**config.mk**
```make
export PLATFORM = sky130hd
export DESIGN_NAME = pulse_interval_counter
export DESIGN_NICKNAME = d
export VERILOG_FILES = /design/src/rtl/pulse_meter_pkg.sv /design/src/rtl/level_sync.sv /design/src/rtl/pulse_interval_counter.sv
export SDC_FILE = /design/constraint.sdc
export NUM_CORES = 1
export LEC_CHECK = 0
export ABC_CLOCK_PERIOD_IN_PS = 4800
export CORE_ASPECT_RATIO = 0.8
export CORE_MARGIN = 4
export CORE_UTILIZATION = 40
export DETAILED_ROUTE_END_ITERATION = 12
export DONT_BUFFER_PORTS = 1
export HOLD_SLACK_MARGIN = 0.15
export PLACE_DENSITY = 0.52
export SLEW_MARGIN = 40
export SYNTH_ARGS = -nofsm -noshare
export SYNTH_HDL_FRONTEND = slang
export SYNTH_SLANG_ARGS = --single-unit
```
**constraint.sdc**
```tcl
create_clock -name i_Clk -period 4.8 [get_ports i_Clk]
set_input_delay 1.44 -clock i_Clk [delete_from_list [all_inputs] [get_ports i_Clk]]
set_output_delay 1.44 -clock i_Clk [all_outputs]
set_load 0.02 [all_outputs]
```
**src/rtl/pulse_meter_pkg.sv**
```systemverilog
`default_nettype none
// ============================================================================
//  Module      : pulse_meter_pkg
//  Description : Shared types and constants for the pulse propagation time
//                meter measurement stage.
//                - state_t           : measurement FSM states
//                - c_default_width   : default interval counter width
//                - c_min_sync_stages : smallest legal synchroniser depth
//                - sync_stages_clamp : raises a requested depth to the minimum
//  Revision    : 1.0 - initial release
// ============================================================================
package pulse_meter_pkg;

  // Measurement controller states.
  typedef enum logic [1:0] {
    IDLE     = 2'd0,
    ARMED    = 2'd1,
    COUNTING = 2'd2,
    DONE     = 2'd3
  } state_t;

  // Default width of the interval counter and of the reported result.
  localparam int c_default_width = 16;

  // Fewer than two flops gives no metastability settling time at all.
  localparam int c_min_sync_stages = 2;

  // A depth below the minimum is raised to the minimum rather than producing
  // a synchroniser that cannot do its job.
  function automatic int sync_stages_clamp(input int stages);
    return (stages < c_min_sync_stages) ? c_min_sync_stages : stages;
  endfunction

endpackage : pulse_meter_pkg
`default_nettype wire

```
**src/rtl/level_sync.sv**
```systemverilog
`default_nettype none
// ============================================================================
//  Module      : level_sync
//  Description : Brings an asynchronous level into the i_Clk domain through a
//                chain of SYNC_STAGES flops and flags its rising transition.
//
//  Parameters  : SYNC_STAGES - synchroniser depth (values below the package
//                              minimum are raised to it)
//
//  Ports       : i_Clk   - system clock
//                i_Rst   - asynchronous active-high reset
//                i_Level - asynchronous input level
//                o_Level - synchronised level
//                o_Rise  - one-cycle pulse: synchronised level is 1 and was
//                          0 on the previous cycle
//  Revision    : 1.0 - initial release
// ============================================================================
module level_sync
  import pulse_meter_pkg::*;
#(
  parameter int SYNC_STAGES = 2
) (
  input  logic i_Clk,
  input  logic i_Rst,
  input  logic i_Level,
  output logic o_Level,
  output logic o_Rise
);

  localparam int c_stages = sync_stages_clamp(SYNC_STAGES);

  logic [c_stages-1:0] r_sync;
  logic                r_prev;

  // Synchroniser chain: stage 0 samples the raw asynchronous level, every
  // following stage samples its predecessor.
  genvar g_idx;
  for (g_idx = 0; g_idx < c_stages; g_idx++) begin : g_stage
    if (g_idx == 0) begin : g_first
      always_ff @(posedge i_Clk or posedge i_Rst) begin
        if (i_Rst) begin
          r_sync[0] <= 1'b0;
        end else begin
          r_sync[0] <= i_Level;
        end
      end
    end else begin : g_next
      always_ff @(posedge i_Clk or posedge i_Rst) begin
        if (i_Rst) begin
          r_sync[g_idx] <= 1'b0;
        end else begin
          r_sync[g_idx] <= r_sync[g_idx-1];
        end
      end
    end
  end

  // Previous synchronised value for the edge detector. Because it also
  // resets to 0, a level that is already high when reset releases still
  // produces exactly one rise once it has propagated through the chain.
  always_ff @(posedge i_Clk or posedge i_Rst) begin
    if (i_Rst) begin
      r_prev <= 1'b0;
    end else begin
      r_prev <= r_sync[c_stages-1];
    end
  end

  assign o_Level = r_sync[c_stages-1];
  assign o_Rise  = r_sync[c_stages-1] & ~r_prev;

endmodule : level_sync
`default_nettype wire

```
**src/rtl/pulse_interval_counter.sv**
```systemverilog
`default_nettype none
// ============================================================================
//  Module      : pulse_interval_counter
//  Description : Measures the number of i_Clk cycles between the rising edge
//                of a start level and the rising edge of a stop level, and
//                presents the result with a valid/ack handshake.
//
//  Parameters  : WIDTH       - interval counter / result width
//                SYNC_STAGES - synchroniser depth for each level input
//
//  Ports       : i_Clk         - system clock
//                i_Rst         - asynchronous active-high reset
//                i_Start_Level - asynchronous launch level
//                i_Stop_Level  - asynchronous arrival level
//                i_Arm         - request a measurement (honoured in IDLE)
//                i_Ack         - result consumed (honoured in DONE)
//                o_Busy        - measurement in progress (ARMED/COUNTING)
//                o_Valid       - result available (DONE)
//                o_Count       - measured interval in clock cycles
//                o_Overflow    - interval saturated at 2^WIDTH-1
//  Revision    : 1.0 - initial release
// ============================================================================
module pulse_interval_counter
  import pulse_meter_pkg::*;
#(
  parameter int WIDTH       = c_default_width,
  parameter int SYNC_STAGES = 2
) (
  input  logic             i_Clk,
  input  logic             i_Rst,
  input  logic             i_Start_Level,
  input  logic             i_Stop_Level,
  input  logic             i_Arm,
  input  logic             i_Ack,
  output logic             o_Busy,
  output logic             o_Valid,
  output logic [WIDTH-1:0] o_Count,
  output logic             o_Overflow
);

  // Largest reportable interval, and the counter value on which the FSM
  // gives up waiting: reporting counter+1 from here yields exactly
  // c_count_max, so the counter itself never needs to wrap.
  localparam logic [WIDTH-1:0] c_count_max = '1;
  localparam logic [WIDTH-1:0] c_sat_limit = c_count_max - 1'b1;

  // --------------------------------------------------------------------------
  // Input synchronisation and edge detection. Both channels use the same
  // depth so their latency is identical and cancels in the measured interval.
  // --------------------------------------------------------------------------
  logic w_start_rise;
  logic w_stop_rise;
  logic w_start_level;
  logic w_stop_level;
  logic [1:0] w_unused_levels;

  level_sync #(
    .SYNC_STAGES (SYNC_STAGES)
  ) u_start_sync (
    .i_Clk   (i_Clk),
    .i_Rst   (i_Rst),
    .i_Level (i_Start_Level),
    .o_Level (w_start_level),
    .o_Rise  (w_start_rise)
  );

  level_sync #(
    .SYNC_STAGES (SYNC_STAGES)
  ) u_stop_sync (
    .i_Clk   (i_Clk),
    .i_Rst   (i_Rst),
    .i_Level (i_Stop_Level),
    .o_Level (w_stop_level),
    .o_Rise  (w_stop_rise)
  );

  // Only the edges matter here; the synchronised levels are kept available
  // for debug taps but are not used by the controller.
  assign w_unused_levels = {w_start_level, w_stop_level};

  // --------------------------------------------------------------------------
  // Measurement controller, interval counter and output registers.
  // --------------------------------------------------------------------------
  state_t           r_state;
  logic [WIDTH-1:0] r_counter;
  logic [WIDTH-1:0] r_count;
  logic             r_overflow;
  logic             r_busy;
  logic             r_valid;

  always_ff @(posedge i_Clk or posedge i_Rst) begin
    if (i_Rst) begin
      r_state    <= IDLE;
      r_counter  <= '0;
      r_count    <= '0;
      r_overflow <= 1'b0;
      r_busy     <= 1'b0;
      r_valid    <= 1'b0;
    end else begin
      case (r_state)
        IDLE: begin
          if (i_Arm) begin
            r_state    <= ARMED;
            r_counter  <= '0;
            r_overflow <= 1'b0;
            r_busy     <= 1'b1;
          end
        end

        // A stop edge without a start edge is simply not looked at here.
        ARMED: begin
          if (w_start_rise) begin
            if (w_stop_rise) begin
              // Launch and arrival resolved to the same cycle.
              r_state <= DONE;
              r_count <= '0;
              r_busy  <= 1'b0;
              r_valid <= 1'b1;
            end else begin
              r_state   <= COUNTING;
              r_counter <= '0;
            end
          end
        end

        // The counter lags the true interval by one cycle because it starts
        // at 0 on the cycle after the start edge; the +1 on the stop edge
        // makes the result equal to the edge-to-edge distance. A stop edge on
        // the saturation cycle still reports a genuine (non-overflow) value.
        COUNTING: begin
          if (w_stop_rise) begin
            r_state <= DONE;
            r_count <= r_counter + 1'b1;
            r_busy  <= 1'b0;
            r_valid <= 1'b1;
          end else if (r_counter == c_sat_limit) begin
            r_state    <= DONE;
            r_count    <= c_count_max;
            r_overflow <= 1'b1;
            r_busy     <= 1'b0;
            r_valid    <= 1'b1;
          end else begin
            r_counter <= r_counter + 1'b1;
          end
        end

        // Result is frozen until acknowledged; edges seen here are dropped.
        DONE: begin
          if (i_Ack) begin
            r_state <= IDLE;
            r_valid <= 1'b0;
          end
        end

        default: begin
          r_state <= IDLE;
          r_busy  <= 1'b0;
          r_valid <= 1'b0;
        end
      endcase
    end
  end

  assign o_Busy     = r_busy;
  assign o_Valid    = r_valid;
  assign o_Count    = r_count;
  assign o_Overflow = r_overflow;

endmodule : pulse_interval_counter
`default_nettype wire

```
### Yosys cells after proc, flatten, opt, wreduce, memory -nomap -nowiden

Index checks and enable logic that the tools add are counted.

* add/sub/neg operators: 1
* equality and inequality tests: 13
* mux-type cells: 33
* bitwise operators: 4
* reductions and logical operators: 11

Operators by type and width (number)
* 2-to-1 mux 16 bit: 9
* case mux 16 bit (3 select lines): 1
* case mux 16 bit (2 select lines): 1
* adder 16 x 1 -> 16 bit, second input constant: 1
* == test 16 bit, second input constant: 1
* 2-to-1 mux 1 bit: 13
* != test 2 bit, second input constant: 6
* AND reduction 4 bit: 3
* 2-to-1 mux 2 bit: 5
* AND reduction 5 bit: 2
* case mux 2 bit (4 select lines): 1
* case mux 1 bit (3 select lines): 2
* AND reduction 6 bit: 1
* nonzero test 3 bit: 2
* == test 2 bit, second input constant: 2
* != test 2 x 1 -> 1 bit, second input constant: 2
* nonzero test 2 bit: 2
* != test 3 x 2 -> 1 bit, second input constant: 1
* bitwise AND 1 bit: 2
* == test 2 x 1 -> 1 bit, second input constant: 1
* logical NOT 2 bit: 1
* inverter 1 bit: 2
* case mux 1 bit (2 select lines): 1

* register bits after elaboration: 43
* output and inout bits: 19
* logic and storage cells: 74

### Logic depth before layout (Yosys ltp)

* depth in word-level cells: 5
* gate-level depth with buffers: 9

### Hierarchy

A second synthesis with hierarchy kept.

* cells, all modules: 264
* area, all modules: 2583.7 µm²

Modules (own cells, without submodules)
* pulse_interval_counter: times used 1, cells an instance 254, area each 2398.6 µm², seq. area each 925.9 µm²
* level_sync: times used 2, cells an instance 5, area each 92.6 µm², seq. area each 75.1 µm²

### Worst setup path after synthesis

No wires, ideal clock.

* kind: input -> register
* from: input i_Arm
* to: register r_counter[13]
* setup time: 64 ps
* arrival: 2689 ps
* path slack: 2047 ps
* stages on the path: 7
* path buffers: 2
* cells stage by stage: nor2b_1 > a211o_1 > or3_1 > buf_4 > buf_6 > nor4_1 > a21o_1

* cells in the longest elaborated chain, start to end: 2

Ends and longest elaborated chain
* from (decl): line pulse_interval_counter.sv:33 `input logic i_Arm,`
* != test 2 bit (no line)
* AND reduction 6 bit (no line)
* to (signal assigned): line pulse_interval_counter.sv:143 `r_counter <= r_counter + 1'b1;`
* to (decl): line pulse_interval_counter.sv:85 `logic [WIDTH-1:0] r_counter;`

Every way passes these cells.
A chain may end at the register's enable or synchronous reset.

### Final worst setup path

* from: input i_Arm
* to: register r_counter[12]

The elaborated chain is that of the path after synthesis.

==> tab_implementation.tex <==
\begin{tabular}{lr}
\hline
Metric & Value \\
\hline
\multicolumn{2}{l}{\textbf{Status}} \\
Outcome & finished clean \\
\multicolumn{2}{l}{\textbf{Global routing}} \\
Number of global-route vias before repair & 1528 \\
Global-route wire length before repair & 7.983 mm \\
Global Route Usage Sum & 0.1489 \\
Grt ovf & 0 \\
Largest net degree at the start of global routing & 44 \\
Initial antenna violation count & 0 \\
\multicolumn{2}{l}{\textbf{STA}} \\
Unrepaired setup endpoints after global routing & no \\
Final critical path time including I/O delays and setup & 2741 ps \\
Final number of setup-violating endpoints & 0 \\
Transition time at the pin with the least slew margin & 778.0 ps \\
Portion of the clock cycle consumed by the worst path in the final layout & 0.5711 \\
Final Hold Violating Endpoints & 0 \\
Final setup skew & 6.976 ps \\
Slew margin rel. & 0.4765 \\
Fmax & 364.8 MHz \\
Final setup TNS & 0 ps \\
Fin. max-slew vios & 0 \\
\multicolumn{2}{l}{\textbf{Die}} \\
I/O pin count & 25 \\
Count of standard-cell rows & 24 \\
Full die area & 6978 sq um \\
Chip Height & 75.52 um \\
Initial core utilization & 0.4148 \\
Core ar. & 5495 sq um \\
Die Width & 92.41 um \\
\multicolumn{2}{l}{\textbf{Hold path}} \\
Startpoint of the lowest-slack hold path & u\_start\_sync.r\_sync[0]\$\_DFF\_PP0\_ \\
Worst min-delay path class & reg2reg \\
\multicolumn{2}{l}{\textbf{Critical path}} \\
Worst path cell trace & nor2b\_1 > a211o\_1 > or3\_1 > or3\_1 > o21ai\_0 \\
Kind of launch point of the worst setup path & input port \\
Arrival @ worst endpoint & 2960 ps \\
Kind of end point of the critical path & flip-flop \\
Number of buffer and inverter stages on the critical path & 0 \\
Kind of cell adding the most delay to the critical path & simple AND/OR/NAND/NOR gates \\
Longest individual stage delay on the worst path & 600 ps \\
Data required time of the worst path & 5010 ps \\
Worst Setup SP & i\_Arm \\
Slowest stage cell on the critical path & sky130\_fd\_sc\_hd\_\_or3\_1 \\
Startpoint of the most critical register-to-register path & r\_counter[0]\$\_DFFE\_PP0P\_ \\
Worst setup path class & in2reg \\
Peak fanout along the critical path & 16 \\
Most repeated library cell on the critical path & sky130\_fd\_sc\_hd\_\_or3\_1 \\
\multicolumn{2}{l}{\textbf{Yosys}} \\
Library cell occupying the most area in the post-synthesis netlist & sky130\_fd\_sc\_hd\_\_dfrtp\_1 \\
Total standard cell area after synthesis & 2280 sq um \\
Flops \& latches, synth & 43 \\
Number of standard cells after synthesis & 236 \\
Number of flops mapped to enable cells by yosys & 0 \\
Ys flop type & sky130\_fd\_sc\_hd\_\_dfrtp\_1 \\
Async set or reset register ratio after synthesis & 1.000 \\
Net count of the mapped netlist & 249 \\
Sequential area share after synthesis & 0.4720 \\
Cell types with the largest area share after synthesis & sky130\_fd\_sc\_hd\_\_dfrtp\_1, sky130\_fd\_sc\_hd\_\_o21ai\_0, sky130\_fd\_sc\_hd\_\_nand2\_1, sky130\_fd\_sc\_hd\_\_ha\_1, sky130\_fd\_sc\_hd\_\_xnor2\_1 \\
Syn avg cell area & 9.660 sq um \\
Distinct cell type count of the synthesized netlist & 45 \\
Count of yosys warnings during synthesis & 0 \\
Synth top area share & 0.4720 \\
\multicolumn{2}{l}{\textbf{Routing}} \\
Detailed-route via count & 1655 \\
Final antenna-violating net count & 0 \\
Initial DRT Pass Iterations & 4 \\
Total Wirelength & 4.845 mm \\
DR vias/cell & 5.288 \\
Wire length per cell after detailed routing & 15.48 um \\
Number of design-rule violations left by the first detailed-router iteration & 65 \\
Number of remaining DRC errors & 0 \\
\multicolumn{2}{l}{\textbf{Clock network}} \\
Clock latency reported for the late side of the worst-skew pair & 290 ps \\
Number of CTS-inserted buffers & 5 \\
Sinks on Clock Net & 43 \\
Clock tree buffer depth & 2 \\
Post-CTS Resized & 0 \\
CTS tree & yes \\
Clk slew on worst S/H paths & 80 ps \\
H-tree depth reported by CTS & 2 \\
Hold Buf Count CTS & 0 \\
Clock root buffer & sky130\_fd\_sc\_hd\_\_clkbuf\_8 \\
\# Post-CTS Setup Buffers & 0 \\
\multicolumn{2}{l}{\textbf{Placement}} \\
HPWL after detailed placement & 3.477 mm \\
Total placed instance area & 2336 sq um \\
Number of placed instances, taps included & 304 \\
Total of buffers placed on input and output ports & 0 \\
Final weighted congestion of routability-driven global placement & 0.8253 \\
\multicolumn{2}{l}{\textbf{Layout}} \\
Final standard cell area without fillers & 2460 sq um \\
NumNets Final & 247 \\
Share of post-route cells with drive strength above 1 & 0.1064 \\
Area growth from synthesis to layout & 7.903\% \\
Final non-filler cell total & 313 \\
Antenna cells & 0 \\
\multicolumn{2}{l}{\textbf{Pwr}} \\
IR Drop Worst-Case VDD & 0.1718 mV \\
Leakage power & 0.001084 uW \\
Power density cells & 544.9 nW/um\^{}2 \\
\multicolumn{2}{l}{\textbf{Flow run}} \\
Maximum Capacitance Violations & 0 \\
\hline
\end{tabular}
Yosys cell counts, types with 2 or more instances:
cell,count
sky130_fd_sc_hd__nand3_1,8
sky130_fd_sc_hd__nand2b_1,2
sky130_fd_sc_hd__a211o_1,3
sky130_fd_sc_hd__nor4_1,5
sky130_fd_sc_hd__o21ai_0,27
sky130_fd_sc_hd__o21ai_2,5
sky130_fd_sc_hd__nor2_1,7
sky130_fd_sc_hd__buf_6,2
sky130_fd_sc_hd__nand4_1,4
sky130_fd_sc_hd__or3_1,5
sky130_fd_sc_hd__mux2_2,3
sky130_fd_sc_hd__inv_1,11
sky130_fd_sc_hd__a21o_1,5
sky130_fd_sc_hd__or4_1,2
sky130_fd_sc_hd__o31ai_1,2
sky130_fd_sc_hd__nor3_1,4
sky130_fd_sc_hd__nand3b_1,2
sky130_fd_sc_hd__o311ai_1,2
sky130_fd_sc_hd__and3_1,4
sky130_fd_sc_hd__nor3b_1,2
sky130_fd_sc_hd__clkbuf_1,6
sky130_fd_sc_hd__xor2_1,4
sky130_fd_sc_hd__nor2b_1,2
sky130_fd_sc_hd__xnor2_1,7
sky130_fd_sc_hd__dfrtp_1,43
sky130_fd_sc_hd__a21oi_1,11
sky130_fd_sc_hd__nand2_1,34
sky130_fd_sc_hd__ha_1,7
kinds of logic after synthesis:
kind of cell             synth area share
AND/OR/NAND/NOR                    0.2036
AO/OA/AOI/OAI                      0.1811
flip-flops                         0.4720
buffers and inverters             0.04336
XOR/XNOR                          0.04226
adder cells (fa/ha/maj)           0.03842
multiplexers                      0.01921
path summary, 6_finish.rpt:
check / endpoint / slack (ps) / cells past startpoint
max in group asynchronous: u_start_sync.o_Level$_DFF_PP0_ / 3370 / 1
worst min register to register: u_start_sync.o_Level$_DFF_PP0_ / 350 / 0
worst max-delay path: r_counter[12]$_DFFE_PP0P_ / 2060 / 5
worst max register to register: r_counter[14]$_DFFE_PP0P_ / 2270 / 7
worst min-delay path: u_start_sync.o_Level$_DFF_PP0_ / 350 / 0
min in group asynchronous: o_Overflow$_DFFE_PP0P_ / 1060 / 1
cells in the final DEF, fill, tap and decap left out, drive strengths merged, types with 3 or more instances in the layout:
master,count
a211o,3
inv,11
dfrtp,43
o21ai,32
xor2,4
nor3,4
mux2,3
nand3,9
xnor2,7
nor4,6
nand4,5
nor2,7
nand2,34
a21o,5
a21oi,11
clkbuf,5
or3,5
ha,7
and3,4
sequential cells by signal, summed over array words and instances (netlist names):
name and flops:
o_Busy 1, o_Count 16, o_Overflow 1, o_Valid 1, r_counter 16, r_state 2
u_start_sync.o_Level 1, u_start_sync.r_prev 1, u_start_sync.r_sync 1, u_stop_sync.o_Level 1, u_stop_sync.r_prev 1, u_stop_sync.r_sync 1
per-layer routing:
layer,up-vias,GRT usage,wire length (um)
li1,839,-,-
met1,775,0.2379,2750
met2,39,0.1937,1861
met3,2,0.03554,210
met4,0,0.04448,22
met5,-,0,0
per-stage QoR:
step | total power (uW) | util | worst slack, ps | hold WS [ps]
3_3_place_gp | 1036 | 0.4221 | 1788 | 332.0
4_1_cts | 1340 | 0.4456 | 2064 | 354.8
5_1_grt | 1440 | 0.4476 | 1960 | 360.1
2_1_floorplan | 954.7 | - | 2047 | 331.2
3_5_place_dp | 1050 | 0.4251 | 1765 | 334.7
6_report | 1340 | 0.4476 | 2059 | 351.9
area by class of cell:
type | instances | area, sq um
Clock inverter | 3 | 43.79
Inverter | 11 | 43.79
Multi-Input combinational cell | 172 | 1119
Fill cell | 565 | 3035
Tap cell | 78 | 97.59
Sequential cell | 43 | 1076
Timing Repair Buffer | 1 | 11.26
Clock buffer | 5 | 68.82
worst register-to-register path: stages (launching register included):
cell and delay, ps:
sky130_fd_sc_hd__dfrtp_1 440, sky130_fd_sc_hd__inv_1 120, sky130_fd_sc_hd__ha_1 160, sky130_fd_sc_hd__nand4_1 160, sky130_fd_sc_hd__nor4_4 540, sky130_fd_sc_hd__or3_1 610, sky130_fd_sc_hd__nor3b_1 110, sky130_fd_sc_hd__a211o_1 290
where the power goes:
group	total (uW)	switching, uW	internal (uW)
registers	571	131	440
logic	485	309	177
clock network	284	129	155
Note: power is estimated with default switching activity, not from simulation.
